==> config.mk <==
export PLATFORM = sky130hd
export DESIGN_NAME = snow2_lfsr_ctrl_flat
export DESIGN_NICKNAME = d
export VERILOG_FILES = /design/src/rtl/snow2_pkg.sv /design/src/rtl/snow2_lfsr_ctrl_if.sv /design/src/rtl/snow2_alpha.sv /design/src/rtl/snow2_lfsr_ctrl.sv /design/src/flat_wrapper.sv
export SDC_FILE = /design/constraint.sdc
export NUM_CORES = 2
export LEC_CHECK = 0
export BUFFER_PORTS_ARGS = -buffer_cell sky130_fd_sc_hd__buf_2
export CORE_MARGIN = 3
export CORE_UTILIZATION = 63
export DETAILED_ROUTE_END_ITERATION = 8
export GPL_ROUTABILITY_DRIVEN = 0
export PLACE_DENSITY = 0.95
export SYNTH_ARGS = -nofsm -noshare
export SYNTH_HDL_FRONTEND = slang
export SYNTH_SLANG_ARGS = --single-unit
==> constraint.sdc <==
create_clock -name clk -period 50.4 [get_ports clk]
set_input_delay 5.04 -clock clk [delete_from_list [all_inputs] [get_ports clk]]
set_output_delay 5.04 -clock clk [all_outputs]
set_load 0.1 [all_outputs]
==> src/rtl/snow2_pkg.sv <==
// Shared definitions for the SNOW 2.0 linear feedback stage: GF(2^8) arithmetic,
// the alpha multiplier exponents, the controller state encoding and defaults.
package snow2_pkg;

    // GF(2^8) reduction polynomial x^8+x^7+x^5+x^3+1 (x^8 term implicit)
    localparam logic [7:0] GF_POLY = 8'hA9;

    localparam int unsigned INIT_ROUNDS_DEF = 32;

    // Exponents of beta for MUL_alpha, most significant output byte first
    localparam logic [7:0] MUL_EXP3 = 8'd23;
    localparam logic [7:0] MUL_EXP2 = 8'd245;
    localparam logic [7:0] MUL_EXP1 = 8'd48;
    localparam logic [7:0] MUL_EXP0 = 8'd239;

    // Exponents of beta for DIV_alpha, most significant output byte first
    localparam logic [7:0] DIV_EXP3 = 8'd16;
    localparam logic [7:0] DIV_EXP2 = 8'd39;
    localparam logic [7:0] DIV_EXP1 = 8'd6;
    localparam logic [7:0] DIV_EXP0 = 8'd64;

    typedef enum logic [1:0] {
        StIdle,
        StInit,
        StDiscard,
        StRun
    } state_e;

    // Shift-and-add multiply; with one constant operand this folds to an XOR network
    function automatic logic [7:0] gf256_mul(input logic [7:0] a, input logic [7:0] b);
        logic [7:0] acc;
        logic [7:0] sh;
        acc = '0;
        sh  = a;
        for (int i = 0; i < 8; i++) begin
            if (b[i]) acc ^= sh;
            sh = sh[7] ? ((sh << 1) ^ GF_POLY) : (sh << 1);
        end
        return acc;
    endfunction

    // beta^e with beta = x, by square-and-multiply; only used for constants
    function automatic logic [7:0] gf256_beta_pow(input logic [7:0] e);
        logic [7:0] r;
        logic [7:0] p;
        r = 8'h01;
        p = 8'h02;
        for (int i = 0; i < 8; i++) begin
            if (e[i]) r = gf256_mul(r, p);
            p = gf256_mul(p, p);
        end
        return r;
    endfunction

endpackage

==> src/rtl/snow2_lfsr_ctrl_if.sv <==
// Control, key/IV, FSM coupling and keystream signals of the SNOW 2.0 LFSR stage.
interface snow2_lfsr_ctrl_if;
    logic         start;
    logic         stop;
    logic [127:0] key;
    logic [127:0] iv;
    logic [31:0]  fsm_in1;
    logic [31:0]  fsm_in2;
    logic [31:0]  fsm_out;
    logic         fsm_clr;
    logic         busy;
    logic [31:0]  z;
    logic         z_valid;

    modport master (
        output start, stop, key, iv, fsm_out,
        input  fsm_in1, fsm_in2, fsm_clr, busy, z, z_valid
    );

    modport slave (
        input  start, stop, key, iv, fsm_out,
        output fsm_in1, fsm_in2, fsm_clr, busy, z, z_valid
    );
endinterface

==> src/rtl/snow2_alpha.sv <==
// Combinational multiply by alpha and by alpha^-1 in GF(2^32) over GF(2^8).
module snow2_alpha
    import snow2_pkg::*;
(
    input  logic [31:0] a_i,
    input  logic [31:0] b_i,
    output logic [31:0] mul_o,
    output logic [31:0] div_o
);

    localparam logic [7:0] MulC3 = gf256_beta_pow(MUL_EXP3);
    localparam logic [7:0] MulC2 = gf256_beta_pow(MUL_EXP2);
    localparam logic [7:0] MulC1 = gf256_beta_pow(MUL_EXP1);
    localparam logic [7:0] MulC0 = gf256_beta_pow(MUL_EXP0);
    localparam logic [7:0] DivC3 = gf256_beta_pow(DIV_EXP3);
    localparam logic [7:0] DivC2 = gf256_beta_pow(DIV_EXP2);
    localparam logic [7:0] DivC1 = gf256_beta_pow(DIV_EXP1);
    localparam logic [7:0] DivC0 = gf256_beta_pow(DIV_EXP0);

    logic [7:0] ca;
    logic [7:0] cb;

    assign ca = a_i[31:24];
    assign cb = b_i[7:0];

    // Byte shift plus the constant-coefficient correction from the byte shifted out
    always_comb begin
        mul_o = {a_i[23:0], 8'h00} ^ {gf256_mul(ca, MulC3), gf256_mul(ca, MulC2),
                                      gf256_mul(ca, MulC1), gf256_mul(ca, MulC0)};
        div_o = {8'h00, b_i[31:8]} ^ {gf256_mul(cb, DivC3), gf256_mul(cb, DivC2),
                                      gf256_mul(cb, DivC1), gf256_mul(cb, DivC0)};
    end

endmodule

==> src/rtl/snow2_lfsr_ctrl.sv <==
// SNOW 2.0 LFSR stage: key/IV load, initialisation clocks with FSM feedback,
// one discard clock, then one registered keystream word per clock.
module snow2_lfsr_ctrl
    import snow2_pkg::*;
#(
    parameter int unsigned INIT_ROUNDS = INIT_ROUNDS_DEF
) (
    input  logic                clk,
    input  logic                rst,
    snow2_lfsr_ctrl_if.slave    bus
);

    localparam int unsigned        CntW    = $clog2(INIT_ROUNDS + 1);
    localparam logic [CntW-1:0]    LastCnt = CntW'(INIT_ROUNDS - 1);

    state_e          state_q, state_d;
    logic [CntW-1:0] cnt_q, cnt_d;
    logic [31:0]     s_q [16];
    logic [31:0]     s_d [16];
    logic [31:0]     z_q, z_d;
    logic            z_valid_q, z_valid_d;

    logic [31:0] k3, k2, k1, k0, iv3, iv2, iv1, iv0;
    logic [31:0] alpha_s0, alphainv_s11, fb;
    logic        shift_en, init_mode;

    assign {k3, k2, k1, k0}     = bus.key;
    assign {iv3, iv2, iv1, iv0} = bus.iv;

    snow2_alpha u_alpha (
        .a_i   (s_q[0]),
        .b_i   (s_q[11]),
        .mul_o (alpha_s0),
        .div_o (alphainv_s11)
    );

    assign fb = alpha_s0 ^ s_q[2] ^ alphainv_s11;

    // Next-state: control sequencing, key/IV load and LFSR clocking
    always_comb begin
        state_d   = state_q;
        cnt_d     = cnt_q;
        s_d       = s_q;
        z_d       = z_q;
        z_valid_d = z_valid_q;
        shift_en  = 1'b0;
        init_mode = 1'b0;
        unique case (state_q)
            StIdle: begin
                if (bus.start) begin
                    s_d[15] = k3 ^ iv0;
                    s_d[14] = k2;
                    s_d[13] = k1;
                    s_d[12] = k0 ^ iv1;
                    s_d[11] = ~k3;
                    s_d[10] = ~k2 ^ iv2;
                    s_d[9]  = ~k1 ^ iv3;
                    s_d[8]  = ~k0;
                    s_d[7]  = k3;
                    s_d[6]  = k2;
                    s_d[5]  = k1;
                    s_d[4]  = k0;
                    s_d[3]  = ~k3;
                    s_d[2]  = ~k2;
                    s_d[1]  = ~k1;
                    s_d[0]  = ~k0;
                    cnt_d   = '0;
                    state_d = StInit;
                end
            end
            StInit: begin
                shift_en  = 1'b1;
                init_mode = 1'b1;
                cnt_d     = cnt_q + CntW'(1);
                if (cnt_q == LastCnt) state_d = StDiscard;
            end
            StDiscard: begin
                shift_en = 1'b1;
                state_d  = StRun;
            end
            StRun: begin
                shift_en  = 1'b1;
                z_d       = bus.fsm_out ^ s_q[0];
                z_valid_d = 1'b1;
                // The stop edge still clocks the LFSR but presents no word
                if (bus.stop) begin
                    z_valid_d = 1'b0;
                    state_d   = StIdle;
                end
            end
            default: state_d = StIdle;
        endcase
        if (shift_en) begin
            for (int i = 0; i < 15; i++) s_d[i] = s_q[i+1];
            s_d[15] = fb ^ (init_mode ? bus.fsm_out : 32'h0);
        end
    end

    // State registers with asynchronous clear
    always_ff @(posedge clk or posedge rst) begin
        if (rst) begin
            state_q   <= StIdle;
            cnt_q     <= '0;
            z_q       <= '0;
            z_valid_q <= 1'b0;
            for (int i = 0; i < 16; i++) s_q[i] <= '0;
        end else begin
            state_q   <= state_d;
            cnt_q     <= cnt_d;
            z_q       <= z_d;
            z_valid_q <= z_valid_d;
            s_q       <= s_d;
        end
    end

    assign bus.fsm_in1 = s_q[15];
    assign bus.fsm_in2 = s_q[5];
    assign bus.z       = z_q;
    assign bus.z_valid = z_valid_q;
    assign bus.busy    = (state_q == StInit) || (state_q == StDiscard);
    assign bus.fsm_clr = (state_q == StIdle) && bus.start && !rst;

endmodule

==> src/flat_wrapper.sv <==
// flat-port wrapper written by rule: the top's interface ports become plain ports
module snow2_lfsr_ctrl_flat import snow2_pkg::*;
#(
    parameter int unsigned INIT_ROUNDS = INIT_ROUNDS_DEF
)
  (clk, rst, bus_start, bus_stop, bus_key, bus_iv, bus_fsm_out, bus_fsm_in1, bus_fsm_in2, bus_fsm_clr, bus_busy, bus_z, bus_z_valid);
  snow2_lfsr_ctrl_if bus_i ();
  input  logic clk;
  input  logic rst;
  input wire logic [$bits(bus_i.start)-1:0] bus_start;
  input wire logic [$bits(bus_i.stop)-1:0] bus_stop;
  input wire logic [$bits(bus_i.key)-1:0] bus_key;
  input wire logic [$bits(bus_i.iv)-1:0] bus_iv;
  input wire logic [$bits(bus_i.fsm_out)-1:0] bus_fsm_out;
  output wire logic [$bits(bus_i.fsm_in1)-1:0] bus_fsm_in1;
  output wire logic [$bits(bus_i.fsm_in2)-1:0] bus_fsm_in2;
  output wire logic [$bits(bus_i.fsm_clr)-1:0] bus_fsm_clr;
  output wire logic [$bits(bus_i.busy)-1:0] bus_busy;
  output wire logic [$bits(bus_i.z)-1:0] bus_z;
  output wire logic [$bits(bus_i.z_valid)-1:0] bus_z_valid;
  assign bus_i.start = bus_start;
  assign bus_i.stop = bus_stop;
  assign bus_i.key = bus_key;
  assign bus_i.iv = bus_iv;
  assign bus_i.fsm_out = bus_fsm_out;
  assign bus_fsm_in1 = bus_i.fsm_in1;
  assign bus_fsm_in2 = bus_i.fsm_in2;
  assign bus_fsm_clr = bus_i.fsm_clr;
  assign bus_busy = bus_i.busy;
  assign bus_z = bus_i.z;
  assign bus_z_valid = bus_i.z_valid;
  snow2_lfsr_ctrl #(.INIT_ROUNDS(INIT_ROUNDS)) u_core (.clk(clk), .rst(rst), .bus(bus_i));
endmodule
=== Word-level counts from Yosys, hierarchy flattened ===
Index checks and enable logic that the tools add are counted.
W data, S select, Z words.

* Equality and inequality tests: 7
* Reduce and logical (&&, ||, !) cells: 12
* $add $sub $neg: 1
* Mux-type cells: 27
* Bitwise operators: 47

{| class="wikitable"
|+ Operators with widths
! kind !! number
|-
| $mux W512 || 3
|-
| $xor A32 B32 Y32 || 9
|-
| $xor A8 B8 Y8 || 19
|-
| $not A32 Y32 || 4
|-
| $mux W8 || 14
|-
| $not A4 Y4 || 14
|-
| $mux W32 || 1
|-
| $xor A24 B32 Y32 || 1
|-
| $pmux W6 S2 || 1
|-
| $pmux W2 S4 || 1
|-
| $add A6 B1 Y6 const B || 1
|-
| $eq A6 B5 Y1 const B || 1
|-
| $mux W2 || 3
|-
| $mux W6 || 1
|-
| $reduce_bool A2 Y1 || 3
|-
| $eq A2 B2 Y1 const B || 2
|-
| $ne A2 B2 Y1 const B || 2
|-
| $reduce_and A2 Y1 || 2
|-
| $mux W1 || 3
|-
| $reduce_and A3 Y1 || 1
|-
| $reduce_or A3 Y1 || 1
|-
| $eq A2 B1 Y1 const B || 1
|-
| $logic_and A1 B1 Y1 || 2
|-
| $logic_not A2 Y1 || 1
|-
| 3 further kinds || 3
|}

* Bits of input ports: 292
* Output and inout port bits: 99
* Flip-flop bits (word level): 553
* Word-level logic and storage cells: 114

=== Longest topological paths before layout ===
* Word-level depth: 20
* Gate-level depth with buffers: 10
* Gate-level depth less buffers: 7

=== Modules after synthesis ===
Synthesis repeated with hierarchy kept, for this count alone.

* Cell total of the unflattened synthesis: 3,072
* Area total of the unflattened synthesis: 28,949.0 um^2

{| class="wikitable"
|+ By module, submodules not included
! module !! area each (um^2) !! instances !! sequential area each (um^2) !! cells each
|-
| snow2_lfsr_ctrl || 27,492.6 || 1 || 13,838.3 || 2,919
|-
| snow2_alpha || 1,456.4 || 1 || 0.0 || 153
|}

=== Worst setup path after synthesis ===
No wires, ideal clock.

* Path kind: input to output
* From: input port rst
* To: output port bus_fsm_clr
* Required time: 45.360 ns
* Setup slack: 27.197 ns
* Path buffers: 0
* Cell stages on the path: 2
* Data arrival time: 18.163 ns
* Cells stage by stage: inv_1 -> and3_1

* Word-level cells in the longest chain between the ends: 2

{| class="wikitable"
|+ Ends and longest elaborated chain
! element !! line !! RTL
|-
| start, declared || flat_wrapper.sv:9 || <nowiki>input logic rst;</nowiki>
|-
| $logic_not A1 Y1 (no source line) || n/a ||
|-
| $logic_and A1 B1 Y1 || snow2_lfsr_ctrl.sv:121 || <nowiki>assign bus.fsm_clr = (state_q == StIdle) && bus.start && !rst;</nowiki>
|-
| end, declared || flat_wrapper.sv:17 || <nowiki>output wire logic [$bits(bus_i.fsm_clr)-1:0] bus_fsm_clr;</nowiki>
|}

Every way passes these cells.

=== Worst setup path in the final report ===
Same ends and word-level chain as after synthesis.

==> key figures <==
Timing
  • Final-report setup violation count: 0
  • Worst setup margin: 38760 ps
  • Final Hold Fails: 0
  • Final period utilization: 23.1%
  • Final Critical Period: 11640 ps
  • Clock Skews: 10.6 ps
  • Worst slew pin tran: 1180 ps
  • Slew HR: 21.7%
  • Max-slew violations: 0
  • Sum Neg Setup Slack: 0 ps
  • RSZ-0062 raised after global routing: no
  • Max Freq: 0.0859 GHz

Synth
  • Asr flop ratio synth: 100%
  • Synth Register Bits: 553
  • Synth Warn #: 0
  • XOR/XNOR share of the synthesized area: 13.1%
  • Simple-gate area share of the yosys netlist: 12.3%
  • Compound-Gate Fraction of Synth Area: 17.1%
  • Mux share of post-synthesis cell area: 1.71%
  • Leading area contributor after synthesis: dfrtp_1
  • EDFF count, synth: 0
  • Area share of fa/ha/maj cells after synthesis: 0.221%
  • Yosys cell types: 36
  • Top_reg_cell synth: dfrtp_1
  • Sequential area share after synthesis: 48.9%
  • Post-synthesis cell count: 3166
  • Most common cell in the synthesized netlist: dfrtp_1
  • Top-area cell type share of the netlist area: 48.9%
  • Synth Cell Area: 28300 um2
  • Syn_area_per_cell: 8.94 um2
  • Largest family of logic cells by synthesized area: compound AO/OA/AOI/OAI gates
  • Top post-synthesis cells by area: dfrtp_1, xnor2_1, nor2_1
  • Synth Net Count: 3463
  • Commonest cells in the netlist: dfrtp_1, nor2_1, nand2_1

Global routing
  • Vias in the first global route: 22810
  • First-pass GRT wire length: 124000 um
  • Total track usage: 33.4%
  • Pin count of the biggest net entering global routing: 243
  • Initial antenna violation count: 7
  • Grt total ovfl: 0

Clock tree
  • Root Buffer: clkbuf_16
  • Clk slew on worst S/H paths: 60 ps
  • Clock latency on the worst-skew pair: 610 ps
  • Max Root-Sink Buffers: 3
  • TritonCTS clock tree: done
  • CTS buffer count: 55
  • Clk sinks: 553
  • H-tree Lvls: 2
  • Cts hold-fix bufs: 0
  • Setup Buffers After CTS: 0
  • Post-cts sizing count: 0

Die
  • Core Area: 44300 um2
  • Die Area: 47500 um2
  • Die Ht: 218 um
  • Initial core utilization: 63.9%
  • IO Count: 391
  • Chip width: 218 um
  • Rows: 77

Placement
  • DP HPWL: 53400 um
  • Worst slack, placed: 38720 ps
  • Port Buffers: 390

Critical path
  • Worst Setup End Kind: output port
  • Crit path kind: in -> out
  • Worst-path fanout max: 133
  • WP data required: 45360 ps
  • Worst setup SP type: input port
  • Crit path arrival time: 6600 ps

Cells and area
  • Area grow syn2layout: 12.1%
  • Multi-input logic area: 12600 um2
  • Register area: 13800 um2
  • Final net count: 3635
  • FILL cells: 3005
  • Fraction of layout cells with a size suffix above 1: 15.9%

Routing
  • Avg Vias per Cell: 6.08
  • Drt first pass iters: 8
  • Post-route ant nets: 0
  • Vias: 24172
  • DRC violation count after routing: 0
  • Wire per inst: 20.3 um
  • Routed WL: 80900 um
  • DR iter-0 viols: 3275

Outcome
  • Status: complete, no violations

Run
  • Max cap viols: 0

Worst hold path
  • Hold Path Class: reg -> reg
==> sequential cells by signal (all words and copies together) (netlist names) <==
name	flops
u_core.state_q	2
u_core.s_q	448
u_core.bus.fsm_in2	32
u_core.cnt_q	6
u_core.bus.z	32
u_core.bus.fsm_in1	32
u_core.bus.z_valid	1
==> routing by layer <==
| layer | share of wire (%) | vias up | GRT usage (%) |
|---|---|---|---|
| li1 | - | 10851 | - |
| met1 | 39 | 11667 | 45.5 |
| met2 | 47 | 1379 | 53.1 |
| met3 | 9.0 | 275 | 5.82 |
| met4 | 4.9 | 0 | 15.0 |
| met5 | 0 | - | 0 |
==> through the flow <==
step           std cells  hold slack (ps)  utilization, %  area (um2)
3_3_place_gp        3873              485            67.3       29800
6_report            3978              507            71.6       31700
4_1_cts             3969              510            71.5       31700
5_1_grt             3976              529            71.6       31700
3_5_place_dp        3873              488            67.3       29800
2_1_floorplan       3166              480               -       28300
==> critical path: stages <==
cell    delay, ps
buf_2         130
inv_8         640
and3_1        310
buf_2         440
==> area by class of cell <==
cell class / instances / share of cell area, %
Sequential cell: 553 / 43.6
Antenna cell: 9 / 0.0710
Tap cell: 592 / 2.34
Multi-Input combinational cell: 2186 / 39.7
Clock inverter: 18 / 0.943
Clock buffer: 78 / 4.97
Timing Repair Buffer: 410 / 6.74
Inverter: 132 / 1.61
==> final timing paths <==
kind | start | endpoint | slack (ps) | cells after the start
max | rst | bus_fsm_clr | 38760 | 4
min | u_core.s_q[72]$_DFFE_PP0P_ | u_core.s_q[104]$_DFFE_PP0P_ | 510 | 1
max reg2reg | u_core.state_q[0]$_DFFE_PP0P_ | u_core.s_q[108]$_DFFE_PP0P_ | 44790 | 7
min reg2reg | u_core.s_q[72]$_DFFE_PP0P_ | u_core.s_q[104]$_DFFE_PP0P_ | 510 | 1
max in group asynchronous | rst | u_core.s_q[77]$_DFFE_PP0P_ | 42530 | 5
min in group asynchronous | rst | u_core.s_q[220]$_DFFE_PP0P_ | 4650 | 2
==> cell families (layout without fill, tap and decap cells) <==
kind of cell | after synthesis | after routing
adders and majority gates | 5 | 5
AOI/OAI and AO/OA | 839 | 839
other | 0 | 9
DFF | 553 | 553
and+or+nand+nor | 916 | 916
muxes | 44 | 44
buffers and inverters | 427 | 638
xor gates and xnor gates | 382 | 382
==> cells in the final DEF, fill, tap and decap left out, drive strengths merged, types with 132 or more instances in the layout <==
master	instances
dfrtp	553
nor2	523
buf	410
nand2	377
a21oi	333
xnor2	252
a31oi	189
o21ai	157
o211ai	152
inv	132
Power is left out: the tool's default activity adds up to more than one toggle a clock period on the data nets, which glitch-free logic cannot reach.
